## config.mk

```make
export PLATFORM = sky130hd
export DESIGN_NAME = div_share_arbiter
export DESIGN_NICKNAME = d
export VERILOG_FILES = /design/src/rtl/div_arb_pkg.sv /design/src/rtl/div_share_arbiter_rr_pick.sv /design/src/rtl/div_share_arbiter.sv
export SDC_FILE = /design/constraint.sdc
export NUM_CORES = 1
export LEC_CHECK = 0
export CORE_MARGIN = 5
export CORE_UTILIZATION = 47
export CTS_CLUSTER_SIZE = 12
export DETAILED_ROUTE_END_ITERATION = 10
export PLACE_DENSITY_LB_ADDON = 0.05
export SKIP_LAST_GASP = 1
export SYNTH_ARGS = -nofsm -noshare
export SYNTH_HDL_FRONTEND = slang
export SYNTH_SLANG_ARGS = --single-unit
```

## constraint.sdc

```tcl
create_clock -name clk -period 3.99 [get_ports clk]
set_input_delay 0.798 -clock clk [delete_from_list [all_inputs] [get_ports clk]]
set_output_delay 0.798 -clock clk [all_outputs]
set_load 0.02 [all_outputs]
```

## src/rtl/div_arb_pkg.sv

```systemverilog
// Shared types and default constants for the divider-sharing arbiter.
package div_arb_pkg;

    typedef enum logic [1:0] {
        IDLE  = 2'd0,
        ISSUE = 2'd1,
        WAIT  = 2'd2,
        DONE  = 2'd3
    } div_state_e;

    localparam int SIZE_DEF    = 4;
    localparam int FRAC_DEF    = 10;
    localparam int NREQ_DEF    = 4;
    localparam int DIV_LAT_DEF = 14;

    // Width needed to hold a latency countdown starting at lat-1.
    function automatic int cnt_width(input int lat);
        return (lat > 1) ? $clog2(lat) : 1;
    endfunction

    localparam int DIV_CNT_W = cnt_width(DIV_LAT_DEF);

endpackage

```

## src/rtl/div_share_arbiter_rr_pick.sv

```systemverilog
// Combinational round-robin picker: the first valid requester after 'last' wins.
module rr_pick #(
    parameter int NREQ = 4
) (
    input  logic [NREQ-1:0]         req_valid,
    input  logic [$clog2(NREQ)-1:0] last,
    output logic [NREQ-1:0]         grant_oh,
    output logic [$clog2(NREQ)-1:0] grant_idx,
    output logic                    grant_any
);

    localparam int IW = $clog2(NREQ);

    // Scan from the farthest candidate to the nearest so the nearest valid one overwrites.
    always_comb begin
        logic [IW-1:0] cand;
        grant_oh  = '0;
        grant_idx = '0;
        grant_any = 1'b0;
        cand      = '0;
        for (int k = NREQ; k >= 1; k--) begin
            cand = IW'((int'(last) + k) % NREQ);
            if (req_valid[cand]) begin
                grant_oh       = '0;
                grant_oh[cand] = 1'b1;
                grant_idx      = cand;
                grant_any      = 1'b1;
            end
        end
    end

endmodule

```

## src/rtl/div_share_arbiter.sv

```systemverilog
// Shares one external fixed-latency divider between NREQ requesters.
// Handshake: a request transfers in the cycle where req_valid[i] and req_ready[i] are
// both high; req_ready is a one-cycle pulse, only offered while idle, and the result
// returns later as a one-cycle rsp_valid[i] pulse with rsp_m/rsp_f/rsp_dz.
module div_share_arbiter
    import div_arb_pkg::*;
#(
    parameter int SIZE    = SIZE_DEF,
    parameter int FRAC    = FRAC_DEF,
    parameter int NREQ    = NREQ_DEF,
    parameter int DIV_LAT = DIV_LAT_DEF
) (
    input  logic                 clk,
    input  logic                 rst,
    input  logic [NREQ-1:0]      req_valid,
    input  logic [NREQ*SIZE-1:0] req_a,
    input  logic [NREQ*SIZE-1:0] req_b,
    output logic [NREQ-1:0]      req_ready,
    output logic [NREQ-1:0]      rsp_valid,
    output logic [SIZE-1:0]      rsp_m,
    output logic [FRAC-1:0]      rsp_f,
    output logic                 rsp_dz,
    output logic                 busy,
    output logic                 div_start,
    output logic [SIZE-1:0]      div_a,
    output logic [SIZE-1:0]      div_b,
    input  logic [SIZE-1:0]      div_m,
    input  logic [FRAC-1:0]      div_f,
    output div_state_e           dbg_state
);

    localparam int IW    = $clog2(NREQ);
    localparam int CNT_W = cnt_width(DIV_LAT);

    div_state_e      state_q, state_d;
    logic [IW-1:0]   last_q, last_d;
    logic [IW-1:0]   g_q, g_d;
    logic [CNT_W-1:0] cnt_q, cnt_d;
    logic [SIZE-1:0] div_a_q, div_a_d;
    logic [SIZE-1:0] div_b_q, div_b_d;
    logic [SIZE-1:0] res_m_q, res_m_d;
    logic [FRAC-1:0] res_f_q, res_f_d;
    logic            res_dz_q, res_dz_d;
    logic [NREQ-1:0] rsp_valid_q, rsp_valid_d;
    logic            div_start_q, div_start_d;
    logic            busy_q, busy_d;
    // High while idle and out of reset for at least one edge; gates req_ready.
    logic            arm_q, arm_d;

    logic [NREQ-1:0] grant_oh;
    logic [IW-1:0]   grant_idx;
    logic            grant_any;
    logic [SIZE-1:0] sel_b;

    rr_pick #(.NREQ(NREQ)) u_rr_pick (
        .req_valid (req_valid),
        .last      (last_q),
        .grant_oh  (grant_oh),
        .grant_idx (grant_idx),
        .grant_any (grant_any)
    );

    assign sel_b     = req_b[grant_idx*SIZE +: SIZE];
    assign req_ready = arm_q ? grant_oh : '0;
    assign rsp_valid = rsp_valid_q;
    assign rsp_m     = res_m_q;
    assign rsp_f     = res_f_q;
    assign rsp_dz    = res_dz_q;
    assign busy      = busy_q;
    assign div_start = div_start_q;
    assign div_a     = div_a_q;
    assign div_b     = div_b_q;
    assign dbg_state = state_q;

    // Next-state and registered-output computation for the sequencing FSM.
    always_comb begin
        state_d  = state_q;
        last_d   = last_q;
        g_d      = g_q;
        cnt_d    = cnt_q;
        div_a_d  = div_a_q;
        div_b_d  = div_b_q;
        res_m_d  = res_m_q;
        res_f_d  = res_f_q;
        res_dz_d = res_dz_q;
        case (state_q)
            IDLE: begin
                if (arm_q && grant_any) begin
                    g_d     = grant_idx;
                    div_a_d = req_a[grant_idx*SIZE +: SIZE];
                    div_b_d = sel_b;
                    if (sel_b == '0) begin
                        // Resolved locally; the divider is never started.
                        res_m_d  = '1;
                        res_f_d  = '0;
                        res_dz_d = 1'b1;
                        state_d  = DONE;
                    end else begin
                        res_dz_d = 1'b0;
                        state_d  = ISSUE;
                    end
                end
            end
            ISSUE: begin
                cnt_d   = CNT_W'(DIV_LAT - 1);
                state_d = WAIT;
            end
            WAIT: begin
                if (cnt_q == '0) begin
                    res_m_d = div_m;
                    res_f_d = div_f;
                    state_d = DONE;
                end else begin
                    cnt_d = cnt_q - CNT_W'(1);
                end
            end
            DONE: begin
                last_d  = g_q;
                state_d = IDLE;
            end
            default: state_d = IDLE;
        endcase
        rsp_valid_d = '0;
        if (state_d == DONE) begin
            rsp_valid_d[g_d] = 1'b1;
        end
        div_start_d = (state_d == ISSUE);
        busy_d      = (state_d != IDLE);
        arm_d       = (state_d == IDLE);
    end

    // State and output registers; reset drops any in-flight result.
    always_ff @(posedge clk or negedge rst) begin
        if (!rst) begin
            state_q     <= IDLE;
            last_q      <= IW'(NREQ - 1);
            g_q         <= '0;
            cnt_q       <= '0;
            div_a_q     <= '0;
            div_b_q     <= '0;
            res_m_q     <= '0;
            res_f_q     <= '0;
            res_dz_q    <= 1'b0;
            rsp_valid_q <= '0;
            div_start_q <= 1'b0;
            busy_q      <= 1'b0;
            arm_q       <= 1'b0;
        end else begin
            state_q     <= state_d;
            last_q      <= last_d;
            g_q         <= g_d;
            cnt_q       <= cnt_d;
            div_a_q     <= div_a_d;
            div_b_q     <= div_b_d;
            res_m_q     <= res_m_d;
            res_f_q     <= res_f_d;
            res_dz_q    <= res_dz_d;
            rsp_valid_q <= rsp_valid_d;
            div_start_q <= div_start_d;
            busy_q      <= busy_d;
            arm_q       <= arm_d;
        end
    end

endmodule

```

==> flow_metrics.py, run 1 <==
metrics = {
    "timing": {
        "slew_headroom_pct": 42.3,
        "min_period_ns": 3.87,
        "fin_ws_ns": 0.122,
        "slew_violations": 0,
        "finClkSkew_ns": 0.00550,
        "finalHoldViolCount": 0,
        "post-route-period-util_pct": 97.0,
        "worst_slew_pin_slew_ns": 0.865,
        "setup_viol": 0,
        "clock.fmax_ghz": 0.259,
    },
    "grt": {
        "grt_use_total_pct": 17.6,
        "grt_pass1_wl_um": 10800,
        "antenna_found_initial": 0,
        "grt_pass1_vias": 2336,
        "gr-total-overflow": 0,
        "grt_max_degree": 41,
    },
    "layout": {
        "multiInputGateArea_mm2": 0.00153,
        "final_util_pct": 66.9,
        "fillerInstances": 472,
        "finalNetCount": 420,
        "fin_cells": 426,
        "design_area_mm2": 0.00373,
        "register_area_mm2": 0.00100,
        "drive_gt1_share_pct": 13.8,
        "synthToLayoutAreaGrowth_pct": 36.6,
        "n_antenna_cell": 0,
    },
    "cts": {
        "post_cts_buffers": 0,
        "path_clk_slew_ns": 0.07,
        "cts_root_buffer": "clkbuf_8",
        "htreeDepth": 2,
        "insertion_delay_ns": 0.28,
        "cts.sinks": 40,
        "cts_made_buffers": 5,
        "cts_hold_repair.buffers": 0,
        "clk_path_buf_depth": 2,
        "cts_tree": "yes",
    },
    "critical_path": {
        "slowest_stage": "clkdlybuf4s50_1",
        "worstSetupEndpointType": "output pin",
        "start_kind": "input port",
        "required_ns": 3.19,
        "worstPathMaxFanout": 4,
        "critPathMaxStageDelay_ns": 0.61,
        "crit_path_frequent_cell": "clkdlybuf4s50_1",
        "arrival_ns": 3.07,
        "crit_chain": "clkdlybuf4s50_1 > mux4_2 > nor2b_2 > a22oi_1 > o21ai_0 > mux2i_1 > nor2b_1 > clkdlybuf4s50_1",
        "path_class": "in -> out",
        "reg2reg_slack_ns": 0.95,
    },
    "synth": {
        "yosys.area.top_type_share_pct": 34.8,
        "synth.distinct_cells": 55,
        "ys_async_sr_fraction_pct": 100,
        "yosys.area_share.adder_pct": 6.42,
        "synth_compound_area_share_pct": 20.4,
        "syn-num-nets": 331,
        "synth_top_family_by_area": "compound AO/OA/AOI/OAI gates",
        "yosys.area_share.simple_pct": 12.5,
        "synth_edf_count": 0,
        "netlist_top_cells_count": "dfrtp_1 (38), mux2i_1 (25), nand2_1 (23), inv_1 (20), ha_1 (14)",
        "yosysTopAreaCell": "dfrtp_1",
        "ys_seq_area_share_pct": 36.8,
        "yosys_warnings": 0,
        "yosysMostFrequentCell": "dfrtp_1",
        "syn_inst": 265,
        "synth_xor_xnor_area_share_pct": 0.321,
        "synth.area.mux_share_pct": 16.2,
        "ys.flop_type": "dfrtp_1",
        "ys_top_cells_by_area": "dfrtp_1 (35%), mux2i_1 (9.2%), ha_1 (6.4%), mux2_2 (4.1%), a22o_1 (3.5%)",
        "ys_seq_elements": 40,
        "syn_avg_cell_area_um2": 10.3,
        "syn_area_mm2": 0.00273,
    },
    "floorplanning": {
        "core_mm2": 0.00557,
        "die_y_um": 86.2,
        "num_rows": 27,
        "ios": 87,
        "dieArea_mm2": 0.00743,
        "initial_core_util_pct": 49.0,
        "die_x_um": 86.2,
    },
    "place": {
        "dp_slack_ns": 0.0765,
        "gp_congestion": 0.765,
        "portBuffers": 86,
        "post-place-cells": 419,
        "placedInstanceArea_mm2": 0.00364,
        "hpwlAfterDp_um": 4850,
    },
    "route": {
        "route.detailed.wl_per_inst_um": 14.9,
        "drc": 0,
        "drtIter0Drc": 49,
        "drtPass1Iterations": 4,
        "antenna_left": 0,
        "wl_um": 6340,
        "vias_per_cell": 5.35,
        "vias": 2278,
    },
    "pwr": {
        "powerDensity_mw_per_mm2": 748,
        "leakagePower_nw": 1.64,
        "irDropWorstVdd_uv": 422,
    },
    "worst_hold_path": {
        "min_path_type": "reg -> reg",
    },
    "job": {
        "max_cap_violations": 0,
    },
    "run_status": {
        "status": "finished, final reports clean",
    },
}
-- state kept, by name (all words and copies together), names as in the netlist --
signal     cells
last_q         2
arm_q          1
rsp_m          4
cnt_q          4
rsp_valid      4
busy           1
div_a          4
dbg_state      2
div_b          4
g_q            2
rsp_dz         1
rsp_f         10
div_start      1
-- per-stage QoR --
step / setup TNS, ns / hold WS, ns / power (W)
3_3_place_gp: 0 / 0.467 / 0.00252
5_1_grt: -0.0427 / 0.528 / 0.00302
2_1_floorplan: 0 / 0.453 / 0.00199
4_1_cts: 0 / 0.492 / 0.00282
6_report: 0 / 0.487 / 0.00279
3_5_place_dp: 0 / 0.474 / 0.00256
-- metal layers --
layer	vias up	track usage (%)	wire length (um)
met5	-	0	0
met4	0	3.40	41
met3	4	5.51	411
met2	53	30.1	3170
met1	1074	21.9	2710
li1	1147	-	-
-- worst max-delay path: cells and delay by family --
kind | cells | cell delay [ns]
muxes | 2 | 0.62
buffers and inverters | 2 | 1.05
AOI/OAI and AO/OA | 2 | 0.28
and+or+nand+nor | 2 | 0.33
-- layout by cell type, fill, tap and decap left out, types with 2 or more instances in the layout --
cell type,synthesis,final
nand3_1,2,2
mux4_2,3,3
and2_1,2,2
nor4_1,8,8
a22oi_1,8,8
nand2b_1,4,4
dfrtp_1,38,38
clkdlybuf4s50_1,0,83
o21a_1,3,3
a21oi_1,8,8
o2111ai_1,2,2
ha_1,14,14
inv_1,20,20
a22o_1,11,11
o211ai_1,2,2
dlymetal6s2s_1,0,2
nor2b_1,5,4
buf_4,2,12
dfstp_2,2,2
mux2_2,10,10
o221ai_1,2,2
mux2i_1,25,25
o21ai_0,10,10
o21ai_1,9,9
nor2_1,8,8
nor3_1,2,2
o211ai_2,3,3
clkbuf_8,0,5
nand2_1,23,23
-- final timing paths --
| path | startpoint | end | depth (start not counted) |
|---|---|---|---|
| setup / recovery | req_valid[0] | req_ready[3] | 8 |
| setup reg to reg | last_q[0] | rsp_m[2] | 9 |
| min in group asynchronous | rst | cnt_q[2] | 1 |
| hold / removal | div_b[2] | div_b[2] | 2 |
| hold reg to reg | div_b[2] | div_b[2] | 2 |
| max in group asynchronous | rst | g_q[1] | 1 |
-- where the power goes --
group / total, W / switching (W) / leakage, nW / internal, W
combinational: 0.00183 / 0.000946 / 1.12 / 0.000888
clock: 0.000247 / 0.000129 / 0.0410 / 0.000119
sequential: 0.000707 / 0.000108 / 0.483 / 0.000599
total: 0.00279 / 0.00118 / 1.64 / 0.00161
-- cells by family after synthesis --
family                     count (synthesis)
xor gates and xnor gates                   1
DFF                                       40
and+or+nand+nor                           62
buffers and inverters                     37
AOI/OAI and AO/OA                         72
adders and majority gates                 14
muxes                                     39
-- area by class of cell --
| type | count | share of cell area, % |
|---|---|---|
| Multi-Input combinational cell | 188 | 41.0 |
| Clock inverter | 1 | 0.134 |
| Tap cell | 72 | 2.42 |
| Clock buffer | 6 | 1.95 |
| Sequential cell | 40 | 26.9 |
| Inverter | 21 | 2.11 |
| Timing Repair Buffer | 98 | 25.5 |
-- repair_timing --
action | 4_1_cts | 5_1_grt
resized for setup | 0 | 3
hold endpoints to repair | 0 | 0
endpoints found under the setup margin | 0 | 4
(Power assumes the default switching activity.)
==> run 2, diff against run 1 <==
--- a/config.mk
+++ b/config.mk
@@ -5,6 +5,7 @@
 export SDC_FILE = /design/constraint.sdc
 export NUM_CORES = 1
 export LEC_CHECK = 0
+export ABC_CLOCK_PERIOD_IN_PS = 3990
 export CORE_MARGIN = 5
 export CORE_UTILIZATION = 47
 export CTS_CLUSTER_SIZE = 12
==> results of run 2 <==
The final DEF is identical to that of run 1; final timing and power are the same.
